## config.mk

```make
export PLATFORM = sky130hd
export DESIGN_NAME = nibble_serial_adder_ctrl_flat
export DESIGN_NICKNAME = d
export VERILOG_FILES = /design/src/rtl/nibble_serial_adder_ctrl_if.sv /design/src/rtl/nibble_serial_adder_ctrl.sv /design/src/flat_wrapper.sv
export SDC_FILE = /design/constraint.sdc
export NUM_CORES = 1
export LEC_CHECK = 0
export CORE_MARGIN = 2
export CORE_UTILIZATION = 40
export CTS_CLUSTER_SIZE = 25
export DETAILED_ROUTE_END_ITERATION = 12
export GPL_TIMING_DRIVEN = 0
export PLACE_DENSITY = 0.69
export SYNTH_ARGS = -nofsm -noshare
export SYNTH_HDL_FRONTEND = slang
export SYNTH_SLANG_ARGS = --single-unit
```

## constraint.sdc

```tcl
create_clock -name clk -period 8.75 [get_ports clk]
set_clock_uncertainty 0.2 [all_clocks]
set_input_delay 1.75 -clock clk [delete_from_list [all_inputs] [get_ports clk]]
set_output_delay 1.75 -clock clk [all_outputs]
set_load 0.1 [all_outputs]
```

## src/rtl/nibble_serial_adder_ctrl_if.sv

```systemverilog
// Requester <-> serial adder bus.
//   master : requester side, drives start/a/b/cin, observes busy/done/s/cout/ovf
//   slave  : adder side, the reverse
// Signals: start (request), a/b (W-bit operands), cin (carry-in),
//          busy (add in progress), done (1-cycle completion pulse),
//          s (W-bit sum), cout (MSB carry-out), ovf (signed overflow).
interface nibble_serial_adder_ctrl_if #(
  parameter int NIB = 4
);
  localparam int W = 4 * NIB;

  logic         start;
  logic [W-1:0] a;
  logic [W-1:0] b;
  logic         cin;
  logic         busy;
  logic         done;
  logic [W-1:0] s;
  logic         cout;
  logic         ovf;

  modport master (
    output start, a, b, cin,
    input  busy, done, s, cout, ovf
  );

  modport slave (
    input  start, a, b, cin,
    output busy, done, s, cout, ovf
  );
endinterface

```

## src/rtl/nibble_serial_adder_ctrl.sv

```systemverilog
// Wide adder built from one shared 4-bit slice. Operands are latched on an
// accepted start, then one nibble is added per cycle, LSB first, with the
// carry chained through a register. The finished sum, carry-out and signed
// overflow are published together with a one-cycle done pulse and held until
// the next completion.
// Ports:
//   clk  - rising-edge clock
//   rst  - synchronous active-high reset, abandons any in-flight add
//   bus  - slave side of nibble_serial_adder_ctrl_if (start/a/b/cin in,
//          busy/done/s/cout/ovf out)
module nibble_serial_adder_ctrl #(
  parameter int NIB = 4
) (
  input  logic                       clk,
  input  logic                       rst,
  nibble_serial_adder_ctrl_if.slave  bus
);
  localparam int W  = 4 * NIB;
  localparam int KW = (NIB > 1) ? $clog2(NIB) : 1;

  typedef enum logic [1:0] {
    IDLE,
    RUN,
    DONE
  } state_e;

  state_e        state_q, state_d;
  logic [W-1:0]  a_q, a_d;
  logic [W-1:0]  b_q, b_d;
  logic [W-1:0]  acc_q, acc_d;
  logic          carry_q, carry_d;
  logic [KW-1:0] k_q, k_d;
  logic          busy_q, busy_d;
  logic          done_q, done_d;
  logic [W-1:0]  s_q, s_d;
  logic          cout_q, cout_d;
  logic          ovf_q, ovf_d;

  // Shared nibble slice
  logic [3:0]    a_nib, b_nib;
  logic [3:0]    low_sum;   // bits 2:0 of the nibble plus carry into bit 3
  logic          c_bit3;
  logic [3:0]    nib_sum;
  logic          nib_cout;
  logic          last_nib;

  // Operand nibble select
  always_comb begin
    a_nib = '0;
    b_nib = '0;
    for (int unsigned i = 0; i < NIB; i++) begin
      if (k_q == KW'(i)) begin
        a_nib = a_q[4*i +: 4];
        b_nib = b_q[4*i +: 4];
      end
    end
  end

  // Slice split at bit 3 so the carry into the top bit is visible; on the
  // MSB nibble that carry is the one the overflow flag needs.
  always_comb begin
    low_sum  = {1'b0, a_nib[2:0]} + {1'b0, b_nib[2:0]} + {3'b000, carry_q};
    c_bit3   = low_sum[3];
    nib_sum  = {a_nib[3] ^ b_nib[3] ^ c_bit3, low_sum[2:0]};
    nib_cout = (a_nib[3] & b_nib[3]) | (c_bit3 & (a_nib[3] ^ b_nib[3]));
    last_nib = (k_q == KW'(NIB - 1));
  end

  // Next-state and registered-output logic
  always_comb begin
    state_d = state_q;
    a_d     = a_q;
    b_d     = b_q;
    acc_d   = acc_q;
    carry_d = carry_q;
    k_d     = k_q;
    busy_d  = busy_q;
    done_d  = 1'b0;
    s_d     = s_q;
    cout_d  = cout_q;
    ovf_d   = ovf_q;

    case (state_q)
      RUN: begin
        for (int unsigned i = 0; i < NIB; i++) begin
          if (k_q == KW'(i)) begin
            acc_d[4*i +: 4] = nib_sum;
          end
        end
        carry_d = nib_cout;
        if (last_nib) begin
          state_d = DONE;
          busy_d  = 1'b0;
          done_d  = 1'b1;
          k_d     = '0;
          s_d     = acc_d;
          cout_d  = nib_cout;
          ovf_d   = c_bit3 ^ nib_cout;
        end else begin
          k_d = k_q + 1'b1;
        end
      end

      default: begin  // IDLE and DONE accept a new request identically
        state_d = IDLE;
        busy_d  = 1'b0;
        if (bus.start) begin
          state_d = RUN;
          busy_d  = 1'b1;
          a_d     = bus.a;
          b_d     = bus.b;
          carry_d = bus.cin;
          acc_d   = '0;
          k_d     = '0;
        end
      end
    endcase
  end

  always_ff @(posedge clk) begin
    if (rst) begin
      state_q <= IDLE;
      a_q     <= '0;
      b_q     <= '0;
      acc_q   <= '0;
      carry_q <= 1'b0;
      k_q     <= '0;
      busy_q  <= 1'b0;
      done_q  <= 1'b0;
      s_q     <= '0;
      cout_q  <= 1'b0;
      ovf_q   <= 1'b0;
    end else begin
      state_q <= state_d;
      a_q     <= a_d;
      b_q     <= b_d;
      acc_q   <= acc_d;
      carry_q <= carry_d;
      k_q     <= k_d;
      busy_q  <= busy_d;
      done_q  <= done_d;
      s_q     <= s_d;
      cout_q  <= cout_d;
      ovf_q   <= ovf_d;
    end
  end

  assign bus.busy = busy_q;
  assign bus.done = done_q;
  assign bus.s    = s_q;
  assign bus.cout = cout_q;
  assign bus.ovf  = ovf_q;

endmodule
```

## src/flat_wrapper.sv

```systemverilog
// flat-port wrapper written by rule: the top's interface ports become plain ports
module nibble_serial_adder_ctrl_flat 
#(
  parameter int NIB = 4
)
  (clk, rst, bus_start, bus_a, bus_b, bus_cin, bus_busy, bus_done, bus_s, bus_cout, bus_ovf);
  nibble_serial_adder_ctrl_if #(.NIB(NIB)) bus_i ();
  input  logic clk;
  input  logic rst;
  input wire logic [$bits(bus_i.start)-1:0] bus_start;
  input wire logic [$bits(bus_i.a)-1:0] bus_a;
  input wire logic [$bits(bus_i.b)-1:0] bus_b;
  input wire logic [$bits(bus_i.cin)-1:0] bus_cin;
  output wire logic [$bits(bus_i.busy)-1:0] bus_busy;
  output wire logic [$bits(bus_i.done)-1:0] bus_done;
  output wire logic [$bits(bus_i.s)-1:0] bus_s;
  output wire logic [$bits(bus_i.cout)-1:0] bus_cout;
  output wire logic [$bits(bus_i.ovf)-1:0] bus_ovf;
  assign bus_i.start = bus_start;
  assign bus_i.a = bus_a;
  assign bus_i.b = bus_b;
  assign bus_i.cin = bus_cin;
  assign bus_busy = bus_i.busy;
  assign bus_done = bus_i.done;
  assign bus_s = bus_i.s;
  assign bus_cout = bus_i.cout;
  assign bus_ovf = bus_i.ovf;
  nibble_serial_adder_ctrl #(.NIB(NIB)) u_core (.clk(clk), .rst(rst), .bus(bus_i));
endmodule
```

Word level (Yosys, flattened, before mapping)
Cells that the tools add are included.

storage, ports and cells
  flip-flop bits (word level) = 73
  bits in latches = 0
  RAM bits = 0
  bits in read-only memories = 0
  memories kept = 0

cells by class
  add/subtract/negate cells = 3
  multipliers = 0
  divide/modulo/power cells = 0
  $lt $le $gt $ge = 0
  eq/ne operators = 5
  shifts and indexed selects = 0
  muxes and demuxes = 26
  bitwise operators = 7
  reductions and logical operators = 5

operator list
  cell                   number
  $mux W4                12
  $mux W16               2
  $mux W2                5
  $mux W1                7
  $add A3 B3 Y4          1
  $add A4 B1 Y4          1
  $eq A2 B1 Y1 const B   2
  $eq A2 B2 Y1 const B   2
  $reduce_and A2 Y1      2
  $xor A1 B1 Y1          3
  $add A2 B1 Y2 const B  1
  $and A1 B1 Y1          2
  $logic_not A2 Y1       1
  $ne A2 B1 Y1 const B   1
  $reduce_bool A2 Y1     1
  $reduce_or A2 Y1       1
  $not A1 Y1             1
  $or A1 B1 Y1           1

Depth between registers and ports, before layout
Gate-level depths: netlist (run 1).

  depth in word-level cells = 10
  depth in mapped cells = 14
  mapped depth without buffers = 13

Least setup slack after synthesis (run 1)
OpenSTA, ideal clock, no wires.

  kind = reg2reg
  from = reg u_core.k_q[0]
  to = reg u_core.acc_q[3]
  setup time = 65 ps
  data arrival time = 2,782 ps
  slack = 5,703 ps
  stages on the path, launching flop included = 13
  clock period less this slack = 3,047 ps
  path through = dfxtp_1 > inv_1 > ha_1 > buf_2 > clkbuf_1 > a21oi_1 > o21ai_0 > ha_1 > a31oi_1 > fa_1 > nor2_1 > a22oi_1 > nor2_1

on the way
  longest elaborated chain between the ends = 10

ends and longest elaborated chain
  item                      line                                                            RTL
  start: declaration        nibble_serial_adder_ctrl.sv:32                                  logic [KW-1:0] k_q, k_d;
  start signal: assignment  nibble_serial_adder_ctrl.sv:139                                 k_q <= k_d;
  $logic_not A2 Y1          nibble_serial_adder_ctrl.sv:52, nibble_serial_adder_ctrl.sv:86
  $mux W4 (4 in series)     nibble_serial_adder_ctrl.sv:52                                  if (k_q == KW'(i)) begin
  $add A3 B3 Y4             nibble_serial_adder_ctrl.sv:62                                  low_sum = {1'b0, a_nib[2:0]} + {1'b0, b_nib[2:0]} + {3'b000, carry_q};
  $add A4 B1 Y4             nibble_serial_adder_ctrl.sv:62
  $xor A1 B1 Y1             nibble_serial_adder_ctrl.sv:64                                  nib_sum = {a_nib[3] ^ b_nib[3] ^ c_bit3, low_sum[2:0]};
  $mux W4 *                 nibble_serial_adder_ctrl.sv:86                                  if (k_q == KW'(i)) begin
  $mux W16 *                nibble_serial_adder_ctrl.sv:83                                  case (state_q)
  end signal: assignment    nibble_serial_adder_ctrl.sv:125                                 acc_q <= '0;
  end signal: assignment    nibble_serial_adder_ctrl.sv:137                                 acc_q <= acc_d;
  end: declaration          nibble_serial_adder_ctrl.sv:30                                  logic [W-1:0] acc_q, acc_d;

Mark *: on every way between the ends. The rest lies on a longest branch, timed or not.
A chain may end at the register's enable or synchronous reset.

==> impl_metrics.env, run 1 <==
export IMPL_period_minus_slack_ns=3.78
export IMPL_rows=31
export IMPL_p_leak_nw=1.48
export IMPL_core_area_mm2=0.00721
export IMPL_finalMaxSlewViolations=0
export IMPL_power_internal_uw=502
export IMPL_power_frac_seq=0.476
export IMPL_rr_startpoint="u_core.k_q[0]$_SDFFE_PP0P_"
export IMPL_wl_um=6990
export IMPL_share_clk_of_total_power=0.379
export IMPL_crit_start="u_core.state_q[0]$_SDFFE_PP0P_"
export IMPL_grt_pass1_wl_um=11400
export IMPL_synth_edf_count=0
export IMPL_power_density_mw_per_mm2=179
export IMPL_initial_utilization=0.411
export IMPL_hold_path_class="reg -> reg"
export IMPL_swShare=0.268
export IMPL_tns_ns=0
export IMPL_diodes=0
export IMPL_grt_total_usage=0.175
export IMPL_ir_drop_mv=0.0982
export IMPL_switchingPower_uw=183
export IMPL_ys_warn_count=0
export IMPL_tightest_slew_ns=0.970
export IMPL_critPathMaxFanout=3
export IMPL_post_drt_wl_per_cell_um=13.2
export IMPL_numClockSinks=68
export IMPL_die_w_um=90.1
export IMPL_synth_seq_cells=68
export IMPL_fillers=730
export IMPL_total_power_uw=685
export IMPL_synth_area_leaders="dfxtp_1 (46%), nand2_1 (12%), a21oi_1 (8.8%)"
export IMPL_pwr_share_comb=0.145
export IMPL_max_clock_freq_ghz=0.264
export IMPL_place_area_mm2=0.00363
export IMPL_numCtsBuffers=9
export IMPL_maxSlewHeadroom=0.351
export IMPL_critPathTopFamily="buffers and inverters"
export IMPL_root_buffer="clkbuf_8"
export IMPL_drive_gt1_frac=0.105
export IMPL_cp_required_ns=6.80
export IMPL_crit_arrival_ns=1.83
export IMPL_vias=2617
export IMPL_io_buffer_count=54
export IMPL_avgSynthCellArea_um2=8.24
export IMPL_die_h_um=90.1
export IMPL_synth_largest_area_cell="dfxtp_1"
export IMPL_fin_crit_sh=0.432
export IMPL_ys_types=34
export IMPL_synth_top_flop_cell="dfxtp_1"
export IMPL_post_route_drc_count=0
export IMPL_whs_ns=0.248
export IMPL_via_per_inst=4.95
export IMPL_path_clk_slew_ns=0.07
export IMPL_syn_num_nets=405
export IMPL_finalSetupViolCount=0
export IMPL_cts_tree="built"
export IMPL_critical_path_buf_inv_count=1
export IMPL_crit_chain="clkdlybuf4s50_1"
export IMPL_syn_inst=360
export IMPL_fin_area_mm2=0.00383
export IMPL_status="completed"
export IMPL_ctsHtreeMaxLevel=3
export IMPL_drt_first_pass_iters=4
export IMPL_post_synth_top_count_cell="nand2_1"
export IMPL_cap_violations=0
export IMPL_min_from="u_core.bus.s[3]$_SDFFE_PP0P_"
export IMPL_finalWeightedCongestion=0.885
export IMPL_hold_viol=0
export IMPL_hpwl_um=5160
export IMPL_fin_nets=470
export IMPL_dieArea_mm2=0.00812
export IMPL_ant_nets=0
export IMPL_drtIter0Drc=85
export IMPL_netlist_top_cells_count="nand2_1 (96), dfxtp_1 (68), a21oi_1 (52)"
export IMPL_synth_top_area_share=0.459
export IMPL_antenna_found_initial=0
export IMPL_grt_start_max_net_pins=13
export IMPL_async_reset_ff_frac=0
export IMPL_rsz0062_at_grt="no"
export IMPL_grt_pass1_vias=2445
export IMPL_io_pins=56
export IMPL_clk_latency_ns=0.35
export IMPL_postCtsSetupRepairBufs=0
export IMPL_end_kind="primary output"
export IMPL_startpoint_type="register"
export IMPL_crit_path_top_delay_cell="clkdlybuf4s50_1"
export IMPL_cts_hold_buf=0
export IMPL_critPathMaxStageDelay_ns=1.13
export IMPL_area_growth_pct=29.2
export IMPL_overflow=0
export IMPL_clockBufferDepth=2
export IMPL_path_class="reg -> out"
export IMPL_yosysSeqAreaShare=0.459
export IMPL_netlist_area_mm2=0.00297
export IMPL_cts_resized=0
==> through the flow <==
| stage | utilization | setup WS (ns) | std cells |
|---|---|---|---|
| floorplan | - | 5.70 | 360 |
| global placement | 0.503 | 5.13 | 513 |
| detailed placement | 0.503 | 5.11 | 513 |
| CTS | 0.531 | 4.96 | 529 |
| global route | 0.531 | 4.85 | 529 |
| finish | 0.531 | 4.97 | 529 |
==> metal layers <==
metal  vias up  global-route usage  wire [µm]
li1       1330                   -          -
met1      1198               0.205       3040
met2        74               0.304       3380
met3        15              0.0293        393
met4         0              0.0936        181
met5         -                   0          0
==> cell usage in the layout, fill, tap and decap left out, drive strengths merged, types with 3 or more instances in the layout <==
cell type      count
a21oi             53
a22o               4
a22oi             13
a32oi              3
buf               21
clkbuf            18
clkdlybuf4s50     54
clkinv             3
dfxtp             68
fa                 3
ha                 6
inv               10
mux2i              6
nand2             97
nand3b             5
nor2              22
nor3               3
o21ai             27
==> kinds of logic after synthesis <==
kind of cell,count (synthesis),synth area share
adders and majority gates,9,0.0455
AOI/OAI and AO/OA,106,0.210
and+or+nand+nor,130,0.180
muxes,6,0.0202
DFF,68,0.459
xor gates and xnor gates,2,0.00590
buffers and inverters,39,0.0797
==> power groups by stage <==
| stage | clock [mW] | sequential (mW) | combinational (mW) |
|---|---|---|---|
| floorplan | 0 | 0.335 | 0.0611 |
| global placement | 0 | 0.333 | 0.0979 |
| detailed placement | 0 | 0.334 | 0.0995 |
| CTS | 0.264 | 0.326 | 0.0999 |
| global route | 0.279 | 0.328 | 0.110 |
| finish | 0.260 | 0.327 | 0.0992 |
==> registers in the layout, summed over array words and instances, names as in the netlist, 2 cells and up <==
name	flops
u_core.a_q	16
u_core.acc_q	12
u_core.b_q	16
u_core.bus.s	16
u_core.k_q	2
u_core.state_q	2
==> final timing paths <==
| kind | end | slack, ns | cells after the start |
|---|---|---|---|
| worst max-delay path | bus_busy | 4.97 | 1 |
| worst min-delay path | u_core.bus.s[3]$_SDFFE_PP0P_ | 0.25 | 2 |
| worst max register to register | u_core.acc_q[7]$_SDFFE_PP0P_ | 5.10 | 12 |
| worst min register to register | u_core.bus.s[3]$_SDFFE_PP0P_ | 0.25 | 2 |
==> area by class of cell <==
| type | instances | area, µm² | area share |
|---|---|---|---|
| multi-input combinational | 253 | 1370 | 0.357 |
| buffer | 29 | 199 | 0.0519 |
| clock inverter | 6 | 63.8 | 0.0166 |
| inverter | 10 | 37.5 | 0.00979 |
| clock buffer | 10 | 138 | 0.0359 |
| sequential | 68 | 1360 | 0.355 |
| timing repair buffer | 54 | 541 | 0.141 |
| tap | 99 | 124 | 0.0323 |
No activity file was read; power rests on OpenSTA's default activity.
==> run 2: changes to the inputs <==
Settings changed: PLACE_DENSITY 0.69 to 0.71.
Clock period 8.75 ns to 3.3 ns, I/O delays scaled along.
==> run 2 against run 1 <==
Flip-flop and latch count stayed put. Non-clock buffer count is 3 higher. Routed wire length is 5.2% higher. Die area stayed put. Via count is 2.3% higher. Register-to-register slack worse by 4.9 ns. Global-route usage is 1.6 points higher. Hold slack hardly changed. Core utilization is 1.2 points higher. Count of clock-buffer cells in the layout is 5 higher.
==> impl_metrics.env, run 2 (same netlist as run 1, synthesis figures left out) <==
export IMPL_status="completed"
export IMPL_antenna_found_initial=0
export IMPL_crit_chain="inv_1 -> ha_1 -> buf_4 -> clkbuf_4 -> a21oi_1 -> o21ai_1 -> a22oi_2 -> fa_1 -> inv_2 -> a31oi_4 -> fa_2 -> nor2_4 -> a22oi_1 -> nor2_1"
export IMPL_core_area_mm2=0.00721
export IMPL_cts_tree="built"
export IMPL_drtIter0Drc=106
export IMPL_grt_start_max_net_pins=11
export IMPL_whs_ns=0.247
export IMPL_numCtsBuffers=9
export IMPL_end_kind="register"
export IMPL_regArea_mm2=0.00136
export IMPL_rows=31
export IMPL_ctsHtreeMaxLevel=3
export IMPL_fillers=703
export IMPL_holdPathStages=2
export IMPL_power_density_mw_per_mm2=457
export IMPL_fin_nets=473
export IMPL_critPathMaxFanout=10
export IMPL_total_power_mw=1.79
export IMPL_final_common_cell="nand2_1"
export IMPL_area_growth_pct=32.1
export IMPL_drive_gt1_frac=0.139
export IMPL_hpwl_um=5300
export IMPL_post_drt_wl_per_cell_um=13.8
export IMPL_via_per_inst=5.03
export IMPL_die_w_um=90.1
export IMPL_wl_met3_um=376
export IMPL_met1_length_um=3350
export IMPL_diodes=0
export IMPL_crit_arrival_ns=3.15
export IMPL_io_buffer_count=54
export IMPL_clockBufferDepth=2
export IMPL_ant_nets=0
export IMPL_finalSetupViolCount=0
export IMPL_cp_required_ns=3.32
export IMPL_wl_um=7360
export IMPL_vias=2678
export IMPL_crit_path_top_delay_cell="fa_2"
export IMPL_grt_pass1_wl_um=12300
export IMPL_wl_met2_um=3450
export IMPL_overflow=0
export IMPL_grt_total_usage=0.190
export IMPL_hold_path_class="reg -> reg"
export IMPL_place_ws_ns=-0.374
export IMPL_path_clk_slew_ns=0.07
export IMPL_ir_drop_mv=0.229
export IMPL_layoutNonFillerInstCount=532
export IMPL_finalWeightedCongestion=0.896
export IMPL_dieArea_mm2=0.00812
export IMPL_top_layer_used="met4"
export IMPL_initial_utilization=0.411
export IMPL_multi_input_area_mm2=0.00142
export IMPL_fin_crit_sh=0.950
export IMPL_p_leak_nw=1.52
export IMPL_finalMaxSlewViolations=0
export IMPL_rsz0062_at_grt="no"
export IMPL_tightest_slew_ns=0.969
export IMPL_layout_common_cells="nand2_1 (96), dfxtp_1 (66), clkdlybuf4s50_1 (54)"
export IMPL_cap_violations=0
export IMPL_clk_latency_ns=0.34
export IMPL_critPathMaxStageDelay_ns=0.65
export IMPL_dp_cells=513
export IMPL_fin_ws_ns=0.166
export IMPL_hold_viol=0
export IMPL_startpoint_type="register"
export IMPL_post_route_drc_count=0
export IMPL_tns_ns=0
export IMPL_drt_first_pass_iters=4
export IMPL_root_buffer="clkbuf_8"
export IMPL_grt_pass1_vias=2625
export IMPL_reg2reg_slack_ns=0.17
export IMPL_maxSlewHeadroom=0.352
export IMPL_max_clock_freq_ghz=0.319
export IMPL_numClockSinks=68
export IMPL_path_class="reg -> reg"
export IMPL_ff2ff_path_depth=14
export IMPL_io_pins=56
export IMPL_die_h_um=90.1
export IMPL_period_minus_slack_ns=3.13
==> run 2: metrics by stage <==
step	cell area, µm²	util
6_report	3920	0.544
5_1_grt	3920	0.544
4_1_cts	3890	0.539
3_5_place_dp	3630	0.503
3_3_place_gp	3630	0.503
2_1_floorplan	2970	-
==> run 2: final timing paths <==
check,from,end
setup / recovery,u_core.k_q[0]$_SDFFE_PP0P_,u_core.acc_q[3]$_SDFFE_PP0P_
hold / removal,u_core.bus.s[3]$_SDFFE_PP0P_,u_core.bus.s[3]$_SDFFE_PP0P_
setup reg to reg,u_core.k_q[0]$_SDFFE_PP0P_,u_core.acc_q[3]$_SDFFE_PP0P_
hold reg to reg,u_core.bus.s[3]$_SDFFE_PP0P_,u_core.bus.s[3]$_SDFFE_PP0P_
==> run 2: power breakdown <==
group	switching [mW]	total (mW)	internal, mW
clock	0.297	0.632	0.335
sequential	0.0165	0.867	0.850
combinational	0.161	0.292	0.131
total	0.475	1.79	1.32
==> run 2: timing repair <==
action,4_1_cts,5_1_grt
resized for setup,17,18
setup buffers,2,1
hold buffers,0,0
pin swaps,2,4
endpoints found under the setup margin,19,22
==> run 2: cell type report <==
cell class                 instances  area share
buffer                            29      0.0590
sequential                        68       0.348
multi-input combinational        253       0.362
timing repair buffer              57       0.144
inverter                          10     0.00957
tap                               99      0.0316
clock buffer                      15      0.0450
clock inverter                     1     0.00128
==> run 2: critical path: cells and delay by family, from the launching register on <==
kind                     cells  cell delay [ns]
adder cells (fa/ha/maj)      3             1.24
buffers and inverters        4             0.61
AO/OA/AOI/OAI                5             0.49
flip-flops                   1             0.34
AND/OR/NAND/NOR              2             0.11
==> run 2: layer usage <==
| metal | up-vias | global-route usage |
|---|---|---|
| met5 | - | 0 |
| met4 | 0 | 0.104 |
| met3 | 19 | 0.0436 |
| met2 | 73 | 0.313 |
| met1 | 1244 | 0.230 |
| li1 | 1342 | - |
